File: src/rtl/regfile_pkg.sv
// Register file geometry shared by the regfile, decode and write-back arbiter.
package regfile_pkg;
  localparam int REG_W     = 32;
  localparam int REG_WORDS = 32;
  localparam int REG_AW    = $clog2(REG_WORDS);
  localparam logic [REG_W-1:0] ZERO_IDX = '0;
endpackage

File: src/rtl/rr_arbiter.sv
// Round-robin arbiter: the pointer marks the highest-priority index and moves
// just past the winner whenever a grant is taken.
module rr_arbiter #(
  parameter int N = 3
) (
  input  logic                 clk,
  input  logic                 reset,
  input  logic [N-1:0]         req,
  input  logic                 advance,
  output logic [N-1:0]         gnt,
  output logic [$clog2(N)-1:0] gnt_idx
);
  localparam int IW = $clog2(N);

  logic [IW-1:0] ptr_q, ptr_d;
  logic          found;
  int            idx;

  always_comb begin
    gnt     = '0;
    gnt_idx = '0;
    found   = 1'b0;
    idx     = 0;
    for (int k = 0; k < N; k++) begin
      idx = int'(ptr_q) + k;
      if (idx >= N) idx = idx - N;
      if (!found && req[idx]) begin
        found    = 1'b1;
        gnt[idx] = 1'b1;
        gnt_idx  = IW'(idx);
      end
    end
  end

  assign ptr_d = (gnt_idx == IW'(N-1)) ? '0 : gnt_idx + IW'(1);

  always_ff @(posedge clk) begin
    if (reset)        ptr_q <= '0;
    else if (advance) ptr_q <= ptr_d;
  end
endmodule

File: src/rtl/regfile_wb_arbiter.sv
// Shares the register file write port between NREQ write-back sources through
// a round-robin grant and a registered output stage.
module regfile_wb_arbiter
  import regfile_pkg::*;
#(
  parameter int NREQ     = 3,
  parameter int WORDS    = REG_WORDS,
  parameter bit ZERO_REG = 1'b1
) (
  input  logic                    clk,
  input  logic                    reset,
  input  logic [NREQ-1:0]         req_valid,
  input  logic [NREQ*REG_W-1:0]   req_addr,
  input  logic [NREQ*REG_W-1:0]   req_data,
  output logic [NREQ-1:0]         req_ready,
  input  logic                    wb_stall,
  output logic                    wr_en,
  output logic [REG_W-1:0]        wr_addr,
  output logic [REG_W-1:0]        wr_data,
  output logic [$clog2(NREQ)-1:0] grant_id
);
  localparam int AW = $clog2(WORDS);
  localparam int GW = $clog2(NREQ);

  logic [NREQ-1:0]  elig;
  logic [GW-1:0]    gidx;
  logic             xfer;
  logic [REG_W-1:0] addr_trunc;
  logic             wr_en_d, wr_en_q;
  logic [REG_W-1:0] wr_addr_q, wr_data_q;
  logic [GW-1:0]    grant_id_q;

  // Stall and reset empty the eligible set so nothing is consumed.
  assign elig = (reset || wb_stall) ? '0 : req_valid;

  rr_arbiter #(.N(NREQ)) u_rr (
    .clk     (clk),
    .reset   (reset),
    .req     (elig),
    .advance (xfer),
    .gnt     (req_ready),
    .gnt_idx (gidx)
  );

  assign xfer       = |req_ready;
  assign addr_trunc = {{(REG_W-AW){1'b0}}, req_addr[int'(gidx)*REG_W +: AW]};
  // Writes to the zero register are still consumed, just never enabled.
  assign wr_en_d    = xfer && !(ZERO_REG && (addr_trunc == ZERO_IDX));

  always_ff @(posedge clk) begin
    if (reset) begin
      wr_en_q    <= 1'b0;
      wr_addr_q  <= '0;
      wr_data_q  <= '0;
      grant_id_q <= '0;
    end else begin
      wr_en_q <= wr_en_d;
      if (xfer) begin
        wr_addr_q  <= addr_trunc;
        wr_data_q  <= req_data[int'(gidx)*REG_W +: REG_W];
        grant_id_q <= gidx;
      end
    end
  end

  assign wr_en    = wr_en_q;
  assign wr_addr  = wr_addr_q;
  assign wr_data  = wr_data_q;
  assign grant_id = grant_id_q;
endmodule

File: config.mk
export PLATFORM = sky130hd
export DESIGN_NAME = regfile_wb_arbiter
export DESIGN_NICKNAME = d
export VERILOG_FILES = /design/src/rtl/regfile_pkg.sv /design/src/rtl/rr_arbiter.sv /design/src/rtl/regfile_wb_arbiter.sv
export SDC_FILE = /design/constraint.sdc
export NUM_CORES = 1
export LEC_CHECK = 0
export CORE_MARGIN = 3
export CORE_UTILIZATION = 31
export DETAILED_ROUTE_END_ITERATION = 8
export PLACE_DENSITY = 0.81
export SYNTH_ARGS = -nofsm -noshare
export SYNTH_HDL_FRONTEND = slang
export SYNTH_HIERARCHICAL = 1
export SYNTH_SLANG_ARGS = --single-unit
File: constraint.sdc
create_clock -name clk -period 3.11 [get_ports clk]
set_input_delay 0.622 -clock clk [delete_from_list [all_inputs] [get_ports clk]]
set_output_delay 0.622 -clock clk [all_outputs]
set_load 0.005 [all_outputs]
======== Word-level counts from Yosys, hierarchy flattened ========
Index checks and enable logic that the tools add are counted.
word-level totals
  bits in writable memories ............... 0
  bits in read-only memories .............. 0
  latch bits .............................. 0
  output and inout port bits .............. 70
  register bits after elaboration ......... 42
  logic and storage cells ................. 65
  memories ................................ 0
  input port bits ......................... 198
operators by class
  magnitude comparators ................... 9
  reduce and logical (&&, ||, !) cells .... 12
  div/mod/pow operators ................... 0
  equality and inequality tests ........... 1
  shifts and indexed selects .............. 2
  bitwise gates (word level) .............. 2
  $add $sub $neg .......................... 6
  muxes and demuxes ....................... 28
  multiply operators ...................... 0
operators with widths
  kind                   number
  $ge 32x1->1 const B    3
  $lt 32x4->1 const B    3
  $mux 32                3
  $shiftx 96x8->32       1
  $shiftx 96x8->5        1
  $ge 32x3->1 const B    2
  $sub 32x3->32 const B  2
  $logic_not 32->1       1
  $mux 3                 4
  $mux 1                 11
  $mux 2                 4
  $bmux 1 s2             3
  $demux 1 s2            3
  $logic_and 1x1->1      6
  $or 3x3->3             2
  $add 2x1->3 const B    1
  $add 2x2->3 const B    1
  $logic_not 1->1        3
  $reduce_or 3->1        1
  $sub 2x2->3 const B    1
  $add 2x1->2 const B    1
  $eq 2x2->1 const B     1
  $ge 2x2->1 const B     1
  $logic_or 1x1->1       1

======== Longest topological paths before layout ========
Gate-level depths: netlist (run 1).
  depth after elaboration ................. 16
  gate-level depth with buffers ........... 13
  depth with buffers taken out ............ 10

======== Hierarchy ========
The synthesis (run 1) kept the hierarchy.
modules (own cells, without submodules)
  module              seq. area each (sq um)  area each (sq um)  cells each  instances
  regfile_wb_arbiter  800.8                   2557.5             286         1
  rr_arbiter          40.0                    357.8              44          1

======== Worst setup path before layout (run 1) ========
No wires, ideal clock.
  path type ............................... input to register
  from .................................... input reset
  to ...................................... register u_rr.ptr_q[1]
  stages .................................. 13
  library setup time ...................... 0.088 ns
  required time ........................... 3.022 ns
  arrival time ............................ 2.886 ns
  path slack .............................. 0.136 ns
  path buffers ............................ 3
  cells stage by stage .................... buf_2 > nor2_1 > and2_1 > or3b_2 > a21oi_1 > o21ai_0 > a21oi_1 > or3_1 > buf_6 > buf_6 > nor2_1 > a41o_1 > a311oi_2
on the way
  elaborated cells between the ends (all ways) .. 29
  those cells by class .................... add/sub (1); eq/ne (1); mux (19); bitwise (2); reduce/logical (6)
RTL lines
  item                                       line                      RTL
  from (decl)                                regfile_wb_arbiter.sv:11  input logic reset,
  $logic_or 1x1->1 (*)                       regfile_wb_arbiter.sv:34  assign elig = (reset || wb_stall) ? '0 : req_valid;
  $mux 3 (*)                                 regfile_wb_arbiter.sv:34
  via elig[2]                                regfile_wb_arbiter.sv:25  logic [NREQ-1:0] elig;
  $bmux 1 s2                                 rr_arbiter.sv:27          if (!found && req[idx]) begin
  $mux 1 (not written as such) (2 in a row)  rr_arbiter.sv:27
  $mux 1                                     rr_arbiter.sv:27
  $logic_not 1->1                            rr_arbiter.sv:27
  $logic_and 1x1->1                          rr_arbiter.sv:27
  $mux 1                                     rr_arbiter.sv:27
  $logic_not 1->1                            rr_arbiter.sv:27
  $logic_and 1x1->1                          rr_arbiter.sv:27
  $mux 3 (*)                                 rr_arbiter.sv:27
  via req_ready[0]                           regfile_wb_arbiter.sv:15  output logic [NREQ-1:0] req_ready,
  $reduce_or 3->1 (*)                        regfile_wb_arbiter.sv:45  assign xfer = |req_ready;
  via xfer                                   regfile_wb_arbiter.sv:27  logic xfer;
  to (signal assigned)                       rr_arbiter.sv:39          else if (advance) ptr_q <= ptr_d;
  to (decl)                                  rr_arbiter.sv:15          logic [IW-1:0] ptr_q, ptr_d;
The timed path passes the listed nets; every way through them passes the cells marked *. The select of a mux whose other input is x is not followed.
A chain may end at the register's enable or synchronous reset.

======== Worst setup path in the final report (run 1) ========
  from .................................... input wb_stall
  to ...................................... output req_ready[1]
on the way
  word-level cells in the longest chain between the ends .. 12
  elaborated cells between the ends (all ways) .. 22
  those cells by class .................... mux (15); bitwise (2); reduce/logical (5)
RTL lines
  item                                       line                      RTL
  from (decl)                                regfile_wb_arbiter.sv:16  input logic wb_stall,
  $logic_or 1x1->1 (*)                       regfile_wb_arbiter.sv:34
  $mux 3 (*)                                 regfile_wb_arbiter.sv:34
  via elig[0]                                regfile_wb_arbiter.sv:25
  $bmux 1 s2                                 rr_arbiter.sv:27
  $mux 1 (not written as such) (2 in a row)  rr_arbiter.sv:27
  $mux 1                                     rr_arbiter.sv:27
  $logic_not 1->1                            rr_arbiter.sv:27
  $logic_and 1x1->1                          rr_arbiter.sv:27
  $mux 1                                     rr_arbiter.sv:27
  $logic_not 1->1                            rr_arbiter.sv:27
  $logic_and 1x1->1                          rr_arbiter.sv:27
  $mux 3 (*)                                 rr_arbiter.sv:27
  to (decl)                                  regfile_wb_arbiter.sv:15
Marked as above.

==> results of run 1 <==
-- cell families (layout without fill, tap and decap cells) --
logic type	Yosys count	after routing	synth area share [%]
AO/OA/AOI/OAI	86	86	25.5
XOR/XNOR	1	1	0.300
adder cells (fa/ha/maj)	4	4	1.72
buffers and inverters	57	205	14.2
flip-flops	42	42	28.8
multiplexers	45	45	15.6
other	1	27	0.129
AND/OR/NAND/NOR	94	95	13.7
-- cell usage in the layout, fill, tap and decap left out, drive strengths merged, types with 2 or more instances in the layout --
| cell type | n |
|---|---|
| inv | 4 |
| dfxtp | 42 |
| a21oi | 37 |
| and2 | 4 |
| mux2i | 44 |
| or3 | 3 |
| clkdlybuf4s50 | 155 |
| o2bb2ai | 4 |
| nand2 | 2 |
| o21ai | 2 |
| and3 | 2 |
| a211oi | 33 |
| nor2 | 75 |
| conb | 27 |
| clkbuf | 8 |
| nor2b | 3 |
| ha | 4 |
| buf | 35 |
-- per-stage QoR --
stage,setup TNS [ns],cell area (µm²),power [mW]
after global placement,-0.905,4640,3.13
after floorplan,0,3010,2.27
after global routing,0,4850,3.95
final,0,4850,3.67
after CTS,0,4770,3.61
after detailed placement,-2.86,4640,3.20
-- routing by layer --
layer / vias up / global-route usage [%] / wire length, µm
li1: 1453 / - / -
met1: 1389 / 18.7 / 3820
met2: 135 / 32.9 / 5050
met3: 6 / 3.04 / 737
met4: 0 / 3.39 / 76
met5: - / 0 / 0
-- area by class of cell --
cell class	instances	area, µm²	share of cell area [%]
Clock inverter	1	5.00	0.103
Timing Repair Buffer	193	1920	39.7
Inverter	4	15.0	0.310
Tap cell	108	135	2.79
Clock buffer	7	86.3	1.78
Multi-Input combinational cell	258	1840	38.0
Sequential cell	42	841	17.3
-- how the worst min path moves through the flow --
stage	from	endpoint	slack [ns]	depth (start not counted)
4_1_cts	grant_id[1]$_SDFFE_PP0P_	grant_id[1]$_SDFFE_PP0P_	0.51	2
3_3_place_gp	wr_addr[0]$_SDFFE_PP0P_	wr_addr[0]$_SDFFE_PP0P_	0.48	2
3_5_place_dp	grant_id[1]$_SDFFE_PP0P_	grant_id[1]$_SDFFE_PP0P_	0.49	2
5_1_grt	wr_data[0]$_SDFFE_PP0P_	wr_data[0]$_SDFFE_PP0P_	0.55	2
2_1_floorplan	grant_id[1]$_SDFFE_PP0P_	grant_id[1]$_SDFFE_PP0P_	0.48	2
6_report	grant_id[1]$_SDFFE_PP0P_	grant_id[1]$_SDFFE_PP0P_	0.50	2
-- timing repair --
action	in CTS	in global routing
gates resized for setup	8	11
buffers inserted	2	3
cloned	0	2
hold buffers	0	0
endpoints found under the setup margin	3	26
pin swaps	2	5
-- critical path, cell delays in order --
cell and delay (ns):
clkdlybuf4s50_1 0.47, nor2_2 0.04, and2_1 0.15, buf_4 0.15, mux2i_4 0.18, o22ai_2 0.12, buf_4 0.15, a21oi_1 0.13
a21o_1 0.15, clkdlybuf4s15_1 0.22
-- power by group through the flow --
| stage | combinational, mW | sequential (mW) | clock [mW] |
|---|---|---|---|
| 2_1_floorplan | 1.36 | 0.917 | 0 |
| 3_3_place_gp | 2.22 | 0.906 | 0 |
| 3_5_place_dp | 2.29 | 0.915 | 0 |
| 4_1_cts | 2.31 | 0.904 | 0.386 |
| 5_1_grt | 2.61 | 0.930 | 0.408 |
| 6_report | 2.40 | 0.902 | 0.373 |
-- state kept, by name (all words and copies together) (netlist names) --
register / cells
grant_id: 2
u_rr/ptr_q: 2
wr_addr: 5
wr_data: 32
wr_en: 1
==> flow_summary.json, run 1 <==
{
  "worst_pin_slew_ns": 0.673,
  "ys_warn_count": 6,
  "skew_ns": 0.00435,
  "fin_ws_ns": 0.116,
  "fmax_mhz": 334,
  "ys_types": 40,
  "dp.cells": 598,
  "synth_commonest_cells": "nor2_1, mux2i_1, dfxtp_1",
  "syn_area_mm2": 0.00292,
  "routed_wl_um": 9680,
  "gp_congestion": 0.783,
  "critPathLaunch": "wb_stall",
  "rrSetupSlack_ns": 0.23,
  "io_pins": 268,
  "final-hold-violation-count": 0,
  "p_clk_share_pct": 10.2,
  "grt_pass1_vias": 2941,
  "wl_per_cell_um": 15.8,
  "hpwl_um": 7590,
  "setup_violations": 0,
  "htreeDepth": 2,
  "fin_nets": 706,
  "pwr-share-seq_pct": 24.6,
  "stdcell_count": 613,
  "min_period_ns": 2.99,
  "combPwrFrac_pct": 65.3,
  "power_density_mw_per_mm2": 757,
  "firstDrtPassIters": 4,
  "std_cell_rows": 34,
  "synth_area_leaders": "dfxtp_1, mux2i_1, a211oi_2, nor2_1, buf_4",
  "hold_ws_ns": 0.503,
  "synth.most_common_cell": "nor2_1",
  "cts_buffers": 5,
  "fill_cells": 804,
  "syn_avg_cell_area_um2": 8.83,
  "grt_max_degree": 44,
  "vdd_ir_drop_max_uv": 454,
  "yosysTopAreaCell": "dfxtp_1",
  "grt_pass1_wl_um": 14000,
  "r2r-end": "u_rr/ptr_q[0]$_SDFFE_PP0P_",
  "grtUsageTotal_pct": 16.8,
  "viasPerCell": 4.87,
  "die_area_mm2": 0.0106,
  "switching_share_pct": 38.7,
  "synth-seq-area-share_pct": 28.8,
  "r2r-start": "u_rr/ptr_q[0]$_SDFFE_PP0P_",
  "fp.dieH_um": 103,
  "min_path_type": "reg2reg",
  "critical_path.max_fanout": 3,
  "worstPathRequired_ns": 2.49,
  "rsz0062_at_grt": "false",
  "die_w_um": 103,
  "switchingPower_mw": 1.42,
  "antenna_found_initial": 0,
  "synthFlopType": "dfxtp_1",
  "initial_core_util_pct": 32.6,
  "synth_edf_count": 0,
  "p_leak_nw": 1.86,
  "syn_to_final_growth_pct": 66.3,
  "ant_nets": 0,
  "end_kind": "output pin",
  "synth_top_area_share_pct": 28.8,
  "portBuffers": 159,
  "clockBufferDepth": 2,
  "drt_iter0_drc": 82,
  "arrival_ns": 2.37,
  "vias": 2983,
  "cts.sinks": 42,
  "ys_seq_elements": 42,
  "power.internal_mw": 2.25,
  "status": "complete, no violations",
  "crit_path_end": "req_ready[1]",
  "maxCapViolCount": 0,
  "setup.worst_path.class": "in2out",
  "dp_slack_ns": -0.255,
  "clk_pin_slew_ns": 0.08,
  "crit_path_start_kind": "input port",
  "syn_inst": 330,
  "utilization_pct": 54.3,
  "drc": 0,
  "drive_above_1_share_pct": 18.8,
  "clk_latency_ns": 0.29,
  "reg2reg_depth": 10,
  "cts_root_buf": "clkbuf_8",
  "grt.overflow.total": 0,
  "slew_viol_final": 0,
  "cts_tree": "built",
  "ys_async_sr_fraction_pct": 0,
  "fin_crit_sh_pct": 96.3,
  "insertedDiodeCount": 0,
  "maxSlewHeadroom_pct": 55.1,
  "core-area_mm2": 0.00893
}
Note: power is estimated with default switching activity, not from simulation.
==> run 2, diff against run 1 <==
--- a/config.mk
+++ b/config.mk
@@ -8,6 +8,7 @@
 export CORE_MARGIN = 3
 export CORE_UTILIZATION = 31
 export DETAILED_ROUTE_END_ITERATION = 8
+export MAX_ROUTING_LAYER = met4
 export PLACE_DENSITY = 0.81
 export SYNTH_ARGS = -nofsm -noshare
 export SYNTH_HDL_FRONTEND = slang
==> flow_summary.json, run 2 (synthesis results as in run 1) <==
{
  "min_period_ns": 3.00,
  "drc": 0,
  "setup_violations": 0,
  "ant_nets": 0,
  "final-seq-area_um2": 841,
  "grt_max_degree": 44,
  "rrSetupSlack_ns": 0.23,
  "power_density_mw_per_mm2": 757,
  "fill_cells": 804,
  "io_pins": 268,
  "grt_pass1_wl_um": 14000,
  "arrival_ns": 2.38,
  "initial_core_util_pct": 32.6,
  "status": "complete, no violations",
  "fp.dieH_um": 103,
  "grt_pass1_vias": 2941,
  "grt.overflow.total": 0,
  "hpwl_um": 7590,
  "setup.worst_path.class": "in2out",
  "final-hold-violation-count": 0,
  "utilization_pct": 54.3,
  "syn_to_final_growth_pct": 66.3,
  "maxCapViolCount": 0,
  "layout_commonest_cell": "clkdlybuf4s50_1",
  "antenna_found_initial": 0,
  "p_leak_nw": 1.86,
  "layout_common_cells": "clkdlybuf4s50_1, nor2_1, mux2i_1, dfxtp_1, a21oi_1",
  "dp_slack_ns": -0.255,
  "grtUsageTotal_pct": 17.3,
  "skew_ns": 0.00420,
  "worstPathRequired_ns": 2.49,
  "routed_wl_um": 9680,
  "vias": 2998,
  "drt_iter0_drc": 86,
  "clk_pin_slew_ns": 0.08,
  "critical_path.max_fanout": 3,
  "die_w_um": 103,
  "cts.sinks": 42,
  "drive_above_1_share_pct": 18.8,
  "fin_nets": 706,
  "fmax_mhz": 333,
  "portBuffers": 159,
  "clk_latency_ns": 0.29,
  "dp.cells": 598,
  "std_cell_rows": 34,
  "multi_input_area_mm2": 0.00184,
  "core-area_mm2": 0.00893,
  "htreeDepth": 2,
  "die_area_mm2": 0.0106,
  "end_kind": "output pin",
  "worst_pin_slew_ns": 0.672,
  "crit_path_start_kind": "input port",
  "cts_buffers": 5,
  "wl_per_cell_um": 15.8,
  "rsz0062_at_grt": "false",
  "clockBufferDepth": 2,
  "fin_crit_sh_pct": 96.6,
  "slew_viol_final": 0,
  "cts_root_buf": "clkbuf_8",
  "largest_reg_flops": 32,
  "ctsHoldBuffers": 0,
  "firstDrtPassIters": 4,
  "vdd_ir_drop_max_uv": 453,
  "stdcell_count": 613,
  "insertedDiodeCount": 0,
  "cts_tree": "built",
  "maxSlewHeadroom_pct": 55.2,
  "viasPerCell": 4.89,
  "fin_ws_ns": 0.107,
  "min_path_type": "reg2reg",
  "gp_congestion": 0.794
}
## run 2: cell counts in the layout (fill, tap and decap cells not counted)
Identical to the previous run, type by type.
## run 2: worst max-delay path, stage by stage
cell and delay [ns]:
clkdlybuf4s50_1 0.47, nor2_2 0.04, and2_1 0.16, buf_4 0.15, mux2i_4 0.18, o22ai_2 0.12, buf_4 0.15, a21oi_1 0.13
a21o_1 0.15, clkdlybuf4s15_1 0.22
## run 2: layer usage
layer	routed length, µm	GRT usage (%)	vias up
li1	-	-	1453
met1	3900	18.8	1395
met2	5040	32.9	142
met3	658	2.84	8
met4	87	3.39	0
met5	0	-	-
## run 2: what timing repair did
action                                  in CTS  in global routing
endpoints found under the setup margin       3                 26
resized for setup                            8                 11
cloned                                       0                  2
buffers inserted                             2                  3
pin swaps                                    2                  5
## run 2: worst paths after layout
kind                                 to                  startpoint  cells after the start
max                        req_ready[1]                    wb_stall                     10
min            grant_id[1]$_SDFFE_PP0P_    grant_id[1]$_SDFFE_PP0P_                      2
max reg2reg  u_rr/ptr_q[0]$_SDFFE_PP0P_  u_rr/ptr_q[0]$_SDFFE_PP0P_                     10
min reg2reg    grant_id[1]$_SDFFE_PP0P_    grant_id[1]$_SDFFE_PP0P_                      2
## run 2: final cells by class
class	count	area share, %
Tap cell	108	2.79
Inverter	4	0.310
Clock inverter	1	0.103
Multi-Input combinational cell	258	38.0
Timing Repair Buffer	193	39.7
Clock buffer	7	1.78
Sequential cell	42	17.3
## run 2: where the power goes
group | internal (mW) | leakage, nW | switching (mW)
clock | 0.180 | 0.0482 | 0.193
combinational | 1.30 | 1.46 | 1.10
sequential | 0.773 | 0.346 | 0.129
total | 2.25 | 1.86 | 1.42
## run 2: through the flow
stage | setup TNS [ns] | power [mW] | instance area (µm²) | hold slack [ns]
floorplan | 0 | 2.27 | 3010 | 0.485
global placement | -0.905 | 3.13 | 4640 | 0.478
detailed placement | -2.86 | 3.20 | 4640 | 0.493
CTS | 0 | 3.61 | 4770 | 0.514
global route | 0 | 3.95 | 4850 | 0.546
finish | 0 | 3.67 | 4850 | 0.503
